### src/rtl/fetch_queue.sv
// Instruction fetch queue: owns the fetch PC, drives IMEM and buffers {pc, inst} entries for ID.
// Latency: an instruction pushed at edge N is presented first-word-fall-through on id_* in cycle N+1.
// Backpressure: id_ready low lets the queue fill to DEPTH, then fetch_pc holds; a flush drops all entries.
module fetch_queue #(
   parameter int unsigned PC_LENGTH   = 32,
   parameter int unsigned INST_LENGTH = 32,
   // Must be a power of two and at least 2 so the pointers wrap naturally.
   parameter int unsigned DEPTH       = 4,
   parameter logic [PC_LENGTH-1:0]   RESET_PC = '0,
   parameter logic [INST_LENGTH-1:0] NOP_INST = INST_LENGTH'(32'h0000_0013)
) (
   input  logic                         clk,
   input  logic                         rst,
   input  logic                         flush,
   input  logic [PC_LENGTH-1:0]         redirect_pc,
   output logic [PC_LENGTH-1:0]         imem_addr,
   input  logic [INST_LENGTH-1:0]       imem_inst,
   input  logic                         id_ready,
   output logic                         id_valid,
   output logic [INST_LENGTH-1:0]       id_inst,
   output logic [PC_LENGTH-1:0]         id_pc,
   output logic [$clog2(DEPTH+1)-1:0]   count
);

   localparam int unsigned PW = $clog2(DEPTH);
   localparam int unsigned CW = $clog2(DEPTH+1);

   // Architectural state
   logic [PC_LENGTH-1:0]   fetch_pc_q, fetch_pc_d;
   logic [PW-1:0]          wr_ptr_q, wr_ptr_d;
   logic [PW-1:0]          rd_ptr_q, rd_ptr_d;
   logic [CW-1:0]          count_q, count_d;

   // Entry storage; contents are never reset, occupancy is tracked by count_q
   logic [PC_LENGTH-1:0]   pc_mem_q   [DEPTH];
   logic [INST_LENGTH-1:0] inst_mem_q [DEPTH];

   logic full;
   logic empty;
   logic push;
   logic pop;

   // Flags come from the registered count only, so a fetch never bypasses to ID in the same cycle
   always_comb begin
      full  = (count_q == CW'(DEPTH));
      empty = (count_q == '0);
      push  = !full && !flush;
      pop   = !empty && id_ready && !flush;
   end

   // Next-state: a redirect discards everything and restarts fetch at the word-aligned target
   always_comb begin
      fetch_pc_d = fetch_pc_q;
      wr_ptr_d   = wr_ptr_q;
      rd_ptr_d   = rd_ptr_q;
      count_d    = count_q;
      if (flush) begin
         fetch_pc_d = {redirect_pc[PC_LENGTH-1:2], 2'b00};
         wr_ptr_d   = '0;
         rd_ptr_d   = '0;
         count_d    = '0;
      end else begin
         if (push) begin
            fetch_pc_d = fetch_pc_q + PC_LENGTH'(4);
            wr_ptr_d   = wr_ptr_q + PW'(1);
         end
         if (pop) begin
            rd_ptr_d = rd_ptr_q + PW'(1);
         end
         if (push && !pop) begin
            count_d = count_q + CW'(1);
         end else if (pop && !push) begin
            count_d = count_q - CW'(1);
         end
      end
   end

   // Control state register with asynchronous reset
   always_ff @(posedge clk or posedge rst) begin
      if (rst) begin
         fetch_pc_q <= RESET_PC;
         wr_ptr_q   <= '0;
         rd_ptr_q   <= '0;
         count_q    <= '0;
      end else begin
         fetch_pc_q <= fetch_pc_d;
         wr_ptr_q   <= wr_ptr_d;
         rd_ptr_q   <= rd_ptr_d;
         count_q    <= count_d;
      end
   end

   // Capture the fetched word together with the PC it came from
   always_ff @(posedge clk) begin
      if (push) begin
         pc_mem_q[wr_ptr_q]   <= fetch_pc_q;
         inst_mem_q[wr_ptr_q] <= imem_inst;
      end
   end

   // Head outputs fall through from the read pointer; an empty queue shows a NOP at PC 0
   always_comb begin
      imem_addr = fetch_pc_q;
      id_valid  = !empty;
      count     = count_q;
      id_inst   = NOP_INST;
      id_pc     = '0;
      if (!empty) begin
         id_inst = inst_mem_q[rd_ptr_q];
         id_pc   = pc_mem_q[rd_ptr_q];
      end
   end

endmodule

### config.mk
export PLATFORM = sky130hd
export DESIGN_NAME = fetch_queue
export DESIGN_NICKNAME = d
export VERILOG_FILES = /design/src/rtl/fetch_queue.sv
export SDC_FILE = /design/constraint.sdc
export NUM_CORES = 1
export LEC_CHECK = 0
export ABC_AREA = 1
export BUFFER_PORTS_ARGS = -buffer_cell sky130_fd_sc_hd__buf_4
export CAP_MARGIN = 10
export CORE_ASPECT_RATIO = 1.1
export CORE_UTILIZATION = 35
export CTS_BUF_LIST = sky130_fd_sc_hd__clkbuf_8
export DETAILED_ROUTE_END_ITERATION = 12
export GPL_ROUTABILITY_DRIVEN = 0
export GPL_TIMING_DRIVEN = 0
export RECOVER_POWER = 50
export REMOVE_ABC_BUFFERS = 1
export SKIP_LAST_GASP = 1
export SYNTH_ARGS = -nofsm -noshare
export SYNTH_HDL_FRONTEND = slang
export SYNTH_SLANG_ARGS = --single-unit
### constraint.sdc
create_clock -name clk -period 4.62 [get_ports clk]
set_input_delay 0 -clock clk [delete_from_list [all_inputs] [get_ports clk]]
set_output_delay 0 -clock clk [all_outputs]
set_load 0.005 [all_outputs]
# Word-level counts from Yosys, hierarchy flattened
# Memories as Yosys holds them, arrays and structs flattened.
# Index checks and enable logic that the tools add are counted.
dict set report op_classes {
  n_addsub 5
  n_eq_ne 1
  mux 13
  reduce_logical 14
}
# op n
set op_table {}
lappend op_table {{$mux 32} 4}
lappend op_table {{$add 32x3->32 const B} 1}
lappend op_table {{$mux 3} 3}
lappend op_table {{$mux 2} 4}
lappend op_table {{$logic_and 1x1->1} 5}
lappend op_table {{$logic_not 1->1} 5}
lappend op_table {{$add 2x1->2 const B} 2}
lappend op_table {{$reduce_bool 2->1} 2}
lappend op_table {{$add 3x1->3 const B} 1}
lappend op_table {{$eq 3x3->1 const B} 1}
lappend op_table {{$logic_not 3->1} 1}
lappend op_table {{$reduce_bool 3->1} 1}
lappend op_table {{$sub 3x1->3 const B} 1}
lappend op_table {{$mux 1} 2}
dict set report totals {
  reg_bits 39
  mem_bits_rw 256
  inputBits 68
  out_inout_bits 100
  word_cells 39
  memories 2
}
# memory words word_bits rd rd_ports_with_merged_regs write_ports line
set mem_list {}
lappend mem_list {inst_mem_q 4 32 1 0 1 36} ;# logic [INST_LENGTH-1:0] inst_mem_q [DEPTH];
lappend mem_list {pc_mem_q 4 32 1 0 1 35} ;# logic [PC_LENGTH-1:0] pc_mem_q [DEPTH];

# Logic depth before layout (Yosys ltp)
# Gate-level depths: netlist of the first run.
dict set report logic_depth {
  word_depth 8
  depth_mapped 11
  depth_no_buf 11
}

# Worst setup path before layout of the first run
# Ideal clock, no wire load.
dict set report synth_timing {
  path_kind {reg2reg}
  startpoint {reg count_q[0] (netlist: count[0])}
  endpoint {mem inst_mem_q[0][0] (enable)}
  setup_ns 0.482
  t_arrival_ns 3.435
  t_required_ns 4.138
  slack_ns 0.703
  stages_incl_launch_ff 6
  n_path_buf 1
  synth_period_minus_slack_ns 3.917
  cell_sequence {dfrtp_1 > nor2_2 > nand2_2 > nand2_2 > buf_2 > nor2_1}
}
dict set report synth_via {
  elab_chain_len 5
}
# item line
set synth_lines {}
lappend synth_lines {{from (decl)} 32} ;# logic [CW-1:0] count_q, count_d;
lappend synth_lines {{from (signal assigned)} 89} ;# count_q <= count_d;
lappend synth_lines {{$eq 3x3->1} 45} ;# full = (count_q == CW'(DEPTH));
lappend synth_lines {{$logic_not 1->1} 47} ;# push = !full && !flush;
lappend synth_lines {{$logic_and 1x1->1} 47}
lappend synth_lines {{$mux 1} 95} ;# if (push) begin
lappend synth_lines {{$mux 1 (not written as such)} 97} ;# inst_mem_q[wr_ptr_q] <= imem_inst;
lappend synth_lines {{to (decl)} 36}
# No other way between the ends.

# Worst setup path in the final report of the first run
dict set report layout_timing {
  startpoint {in flush}
  endpoint {reg count_q[1] (netlist: count[1])}
}
dict set report layout_via {
  elab_chain_len 6
  word_cells_on_any_way 10
  classes_between {mux (2); reduce/logical (8)}
}
# item line
set layout_lines {}
lappend layout_lines {{from (decl)} 14} ;# input logic flush,
lappend layout_lines {{$logic_not 1->1} {47, 48}}
lappend layout_lines {{$logic_and 1x1->1} 48} ;# pop = !empty && id_ready && !flush;
lappend layout_lines {{$logic_not 1->1} 70} ;# if (push && !pop) begin
lappend layout_lines {{$logic_and 1x1->1} 70}
lappend layout_lines {{$mux 3} 70}
lappend layout_lines {{$mux 3} 57} ;# if (flush) begin
# Parallel ways exist; a longest one is shown, timed or not.
# A chain may end at the register's enable or synchronous reset.

==> qor.yml, run 1 <==
synth_edf_count: 248
final-max-slew-violation-count: 38
cts_setup_buffers: 0
viasPerCell: 4.806
fin_skew_ps: 33.41
slew_headroom_pct: -2.317
cts_hold_buf: 87
yosysMostFrequentCell: "nor2_1"
fmax_mhz: 281.2
synth_largest_area_cell: "edfxtp_1"
async_flop_share_pct: 12.98
start_util_pct: 35.72
syn_avg_cell_area_um2: 10.62
required_ps: 5140
synth_top_cells_by_area: "edfxtp_1, nor2_1, dfrtp_1"
clk_pin_slew_ps: 70
rows: 71
crit_fanout: 25
die_w_um: 180.4
core_um2: 34290
numCtsBuffers: 48
fin_crit_sh_pct: 76.97
p_per_area_nw_per_um2: 531.0
outcome: "finished with violations"
cap_violations: 1
synth_cell_types: 32
place_ws_ps: 1735
diodes: 0
wirelength_um: 32500
grt_pass1_wl_um: 49820
grt-ovfl-total: 0
die_y_um: 198.2
finalSetupViolations: 0
multi_input_area_um2: 3405
area_growth_pct: 27.99
root_buffer: "clkbuf_8"
regArea_um2: 8381
htreeDepth: 2
rsz0062_at_grt: "false"
antenna_left: 0
ios: 168
max_stage_delay_ps: 670
cts.sinks: 285
drt_iter0_markers: 476
clk_latency_ps: 580
dr.pass1.iters: 5
synth.cell_area_um2: 12250
grt_max_degree: 126
synth_seq_cells: 285
fin_worst_hold_slack_ps: 216.6
yosysTopAreaCellShare_pct: 60.80
design_area_um2: 15680
path_delay_family: "buffers and inverters"
tightest_slew_ps: 1533
cts_tree: "done"
hold_viol: 0
cts-resized-gates: 0
placed_cell_area_um2: 14050
period_needed_ps: 3556
drc_errors: 0
clk_path_buf_depth: 3
crit_slowest_cell: "inv_1"
synthTopCellsByCount: "nor2_1, edfxtp_1, nand2_1"
yosysWarnings: 0
grt_pass1_vias: 8751
failed_checks: "capacitance limit, slew limit"
ys_seq_area_share_pct: 68.36
n_fill_cell: 3219
die_area_um2: 35750
dp_hpwl_um: 18940
numPortBuffers: 161
cp_num_buf_inv: 7
crit_type: "in2reg"
worstSetupStartpointType: "input pin"
worst_slack_ps: 1064
wl_per_cell_um: 17.28
vias: 9036
layout-drive-gt1-share_pct: 14.91
synth-main-ff-cell: "edfxtp_1"
power_leakage_uw: 0.005881
track_usage_pct: 18.33
syn_inst: 1153
path_cells: "dlygate4sd3_1 -> buf_4 -> inv_1 -> nand2_1 -> inv_1 -> nand2_1 -> inv_1 -> fa_1 -> inv_1 -> nand2_1 -> nand2_1 -> dlygate4sd3_1"
end_kind: "flip-flop"
crit_arrival_ps: 4080
min_path_type: "in2reg"
antenna_found_initial: 0
nets: 1480
ir_drop_uv: 356.5
==> through the flow <==
step / cells / utilization (%) / TNS, ps / total power, uW
finish: 1880 / 45.72 / 0 / 8324
global placement: 1695 / 40.00 / -803060 / 6116
floorplan: 1096 / - / 0 / 4796
detailed placement: 1707 / 40.97 / 0 / 6195
CTS: 1880 / 46.25 / 0 / 8500
global route: 1880 / 45.72 / 0 / 8847
==> cells in the final DEF, fill, tap and decap left out, drive strengths merged <==
cell	synthesis	layout
nor2	308	308
edfxtp	248	248
nand2	183	183
o21ai	132	132
clkbuf	28	118
buf	32	107
dlygate4sd3	0	87
a21oi	65	65
inv	48	61
nand3	37	37
dfrtp	37	37
clkinv	1	17
xor2	9	9
o211ai	6	6
ha	5	5
conb	1	4
xnor2	3	3
bufinv	0	3
o311ai	3	3
o21bai	2	2
clkinvlp	0	2
or2	1	1
nand4	1	1
o22ai	1	1
a31oi	1	1
fa	1	1
==> report_power, final <==
part / switching [uW] / leakage (uW) / total, uW / internal, uW
logic: 1400 / 0.00264 / 2420 / 1020
registers: 331 / 0.00272 / 3690 / 3360
clock network: 1010 / 0.000519 / 2210 / 1200
==> sequential cells by signal, summed over array words and instances, names as in the netlist <==
signal,flops
pc_mem_q,120
inst_mem_q,128
imem_addr,30
count,3
wr_ptr_q,2
rd_ptr_q,2
==> worst register-to-register path, delay by kind of cell, from the launching register on <==
family | cells | cell delay, ps
adders and majority gates | 1 | 490
buffers and inverters | 4 | 1190
and+or+nand+nor | 6 | 1260
DFF | 1 | 420
==> routing by layer <==
metal | global-route usage, % | vias up | part of all wire [%]
met5 | 0 | - | 0
met4 | 5.825 | 0 | 2.3
met3 | 3.182 | 58 | 4.5
met2 | 31.93 | 225 | 49
met1 | 23.18 | 4327 | 44
li1 | - | 4426 | -
==> path summary, 6_finish.rpt <==
kind | startpoint | end | slack [ps] | cells past startpoint
setup / recovery | flush | count[1] | 1060 | 12
hold / removal | imem_inst[5] | inst_mem_q[2][5] | 220 | 2
setup reg to reg | count[1] | count[1] | 1140 | 11
hold reg to reg | count[0] | count[0] | 560 | 2
max in group asynchronous | rst | rd_ptr_q[1] | 3080 | 3
min in group asynchronous | rst | imem_addr[3] | 460 | 3
==> layout make-up <==
type	instances	area share, %
flip-flops and latches	285	53.46
multi-input cells	762	21.72
repair buffers	260	14.10
clock buffers	52	4.565
well taps	438	3.496
clock inverters	34	1.429
inverters	49	1.237
==> cell families (layout without fill, tap and decap cells) <==
logic type | after synthesis | in the layout | synth area share (%)
other | 1 | 4 | 0.03061
AND/OR/NAND/NOR | 530 | 530 | 17.21
AO/OA/AOI/OAI | 210 | 210 | 8.907
buffers and inverters | 109 | 395 | 3.963
flip-flops | 285 | 285 | 68.36
XOR/XNOR | 12 | 12 | 0.8581
adder cells (fa/ha/maj) | 6 | 6 | 0.6742
Note: power is estimated with default switching activity, not from simulation.
==> inputs of run 2 (changes only) <==
==> constraint.sdc (replaced) <==
create_clock -name clk -period 2.9 [get_ports clk]
set_input_delay 0 -clock clk [delete_from_list [all_inputs] [get_ports clk]]
set_output_delay 0 -clock clk [all_outputs]
set_load 0.005 [all_outputs]
==> run 2 against run 1 <==
Against the previous run:
- the flow still finishes with violations (capacitance limit, slew limit)
- non-clock buffer count unchanged
- global-route usage about the same
- critical path depth down 6
- sequential power up 59%
- routed wire length up 1.9%
- core utilization up 0.12 points
- clock-buffer cell count unchanged
- first-iteration DRC count up 12%
- largest cell class unchanged
==> qor.yml, run 2 (synthesis gave the netlist of run 1 again) <==
outcome: "finished with violations"
failed_checks: "capacitance limit, slew limit"
end_kind: "flip-flop"
dp_hpwl_um: 18940  # unchanged
drt_iter0_markers: 534  # +12%
period_needed_ps: 2700
min_path_type: "in2reg"
htreeDepth: 2  # unchanged
drc_errors: 0  # unchanged
tns_ps: 0  # unchanged
start_util_pct: 35.72  # unchanged
grt_pass1_wl_um: 49850  # about the same
dr.pass1.iters: 6  # +1
regMostFlops: "inst_mem_q"
crit_type: "in2reg"
worstSetupStartpointType: "input pin"
slew_headroom_pct: -2.193  # +0.12 points
nets: 1481  # +0.068%
antenna_found_initial: 0  # unchanged
area_growth_pct: 28.34
fin_worst_hold_slack_ps: 221.3  # +4.699 ps
grt_max_degree: 126  # unchanged
diodes: 0  # unchanged
final_cell_mix: "nor2_1, edfxtp_1, nand2_1, o21ai_0, buf_4"
n_fill_cell: 3214  # -0.16%
core_um2: 34290  # unchanged
die_w_um: 180.4  # unchanged
track_usage_pct: 18.36  # +0.030 points
layout_commonest_cell: "nor2_1"
wl_per_cell_um: 17.60  # +1.8%
power_leakage_uw: 0.005894  # +0.22%
clk_latency_ps: 580  # about the same
postLayoutCoreUtil_pct: 45.84  # +0.12 points
grt_pass1_vias: 8745  # -0.069%
antenna_left: 0  # unchanged
dp.cells: 1707  # unchanged
cts_tree: "done"
clk_pin_slew_ps: 60  # about the same
tightest_slew_ps: 1531  # -1.862 ps
clk_path_buf_depth: 3  # unchanged
fin_crit_sh_pct: 93.09
wirelength_um: 33110  # +1.9%
crit_fanout: 25  # unchanged
cap_violations: 1  # unchanged
largest_register_ffs: 128  # unchanged
fmax_mhz: 370.4
p_per_area_nw_per_um2: 847.9  # +60%
ir_drop_uv: 572.9  # +61%
rsz0062_at_grt: "false"
final-max-slew-violation-count: 38  # unchanged
fin_skew_ps: 33.16  # -0.2531 ps
hold_viol: 0  # unchanged
die_area_um2: 35750  # unchanged
die_y_um: 198.2  # unchanged
numCtsBuffers: 48  # unchanged
rows: 71  # unchanged
layout-drive-gt1-share_pct: 15.32  # +0.41 points
numPortBuffers: 161  # unchanged
crit_arrival_ps: 2950  # -1130 ps
cts.sinks: 285  # unchanged
root_buffer: "clkbuf_8"
vias: 9049  # +0.14%
required_ps: 3150  # -1990 ps
finalSetupViolations: 0  # unchanged
ios: 168  # unchanged
viasPerCell: 4.811  # about the same
fin_cells: 1881  # +0.053%
grt-ovfl-total: 0  # unchanged
run 2: final timing paths:
kind	start	endpoint	slack [ps]	cells after the start
max	flush	inst_mem_q[3][29]	200	6
min	imem_inst[17]	inst_mem_q[1][17]	220	2
max reg2reg	count[0]	count[0]	300	8
min reg2reg	count[1]	count[1]	560	2
max in group asynchronous	rst	rd_ptr_q[0]	1360	3
min in group asynchronous	rst	imem_addr[3]	460	3
run 2: worst max-delay path: stages:
cell           delay (ps)
dlygate4sd3_1         530
buf_4                 240
inv_1                 570
nand2_2               470
nor2_4                790
buf_12                300
run 2: metal layers:
metal	routed length, um	global-route usage, %
met1	14650	23.30
met3	1518	3.219
met4	801	5.856
met5	0	0
met2	16140	31.85
run 2: through the flow:
stage / power [uW] / area [um^2] / setup slack [ps]
2_1_floorplan: 7641 / 11960 / -1466
3_3_place_gp: 9651 / 13720 / -5027
3_5_place_dp: 9869 / 14050 / 14.97
4_1_cts: 13540 / 15870 / 80.97
5_1_grt: 14150 / 15720 / 33.06
6_report: 13330 / 15720 / 200.3
run 2: area by class of cell:
cell class / instances / area (um^2) / share of cell area, %
multi-input combinational: 763 / 3413 / 21.71
tap: 438 / 548.0 / 3.486
inverter: 49 / 217.7 / 1.385
sequential: 285 / 8381 / 53.31
clock inverter: 34 / 224.0 / 1.425
timing repair buffer: 260 / 2221 / 14.13
clock buffer: 52 / 715.7 / 4.553
run 2: where the power goes:
group | total [uW] | switching, uW | internal [uW] | leakage [uW]
Combinational | 3930 | 2300 | 1640 | 0.00265
Sequential | 5860 | 514 | 5350 | 0.00272
Clock | 3530 | 1620 | 1920 | 0.000519
run 2: timing repair:
item / CTS / global route
endpoints found under the setup margin: 62 / 25
setup buffers: 0 / 1
endpoints found under the hold margin: 200 / 0
pin swaps: 0 / 1
hold buffers: 86 / 0
resized for setup: 3 / 0
gates cloned: 0 / 1
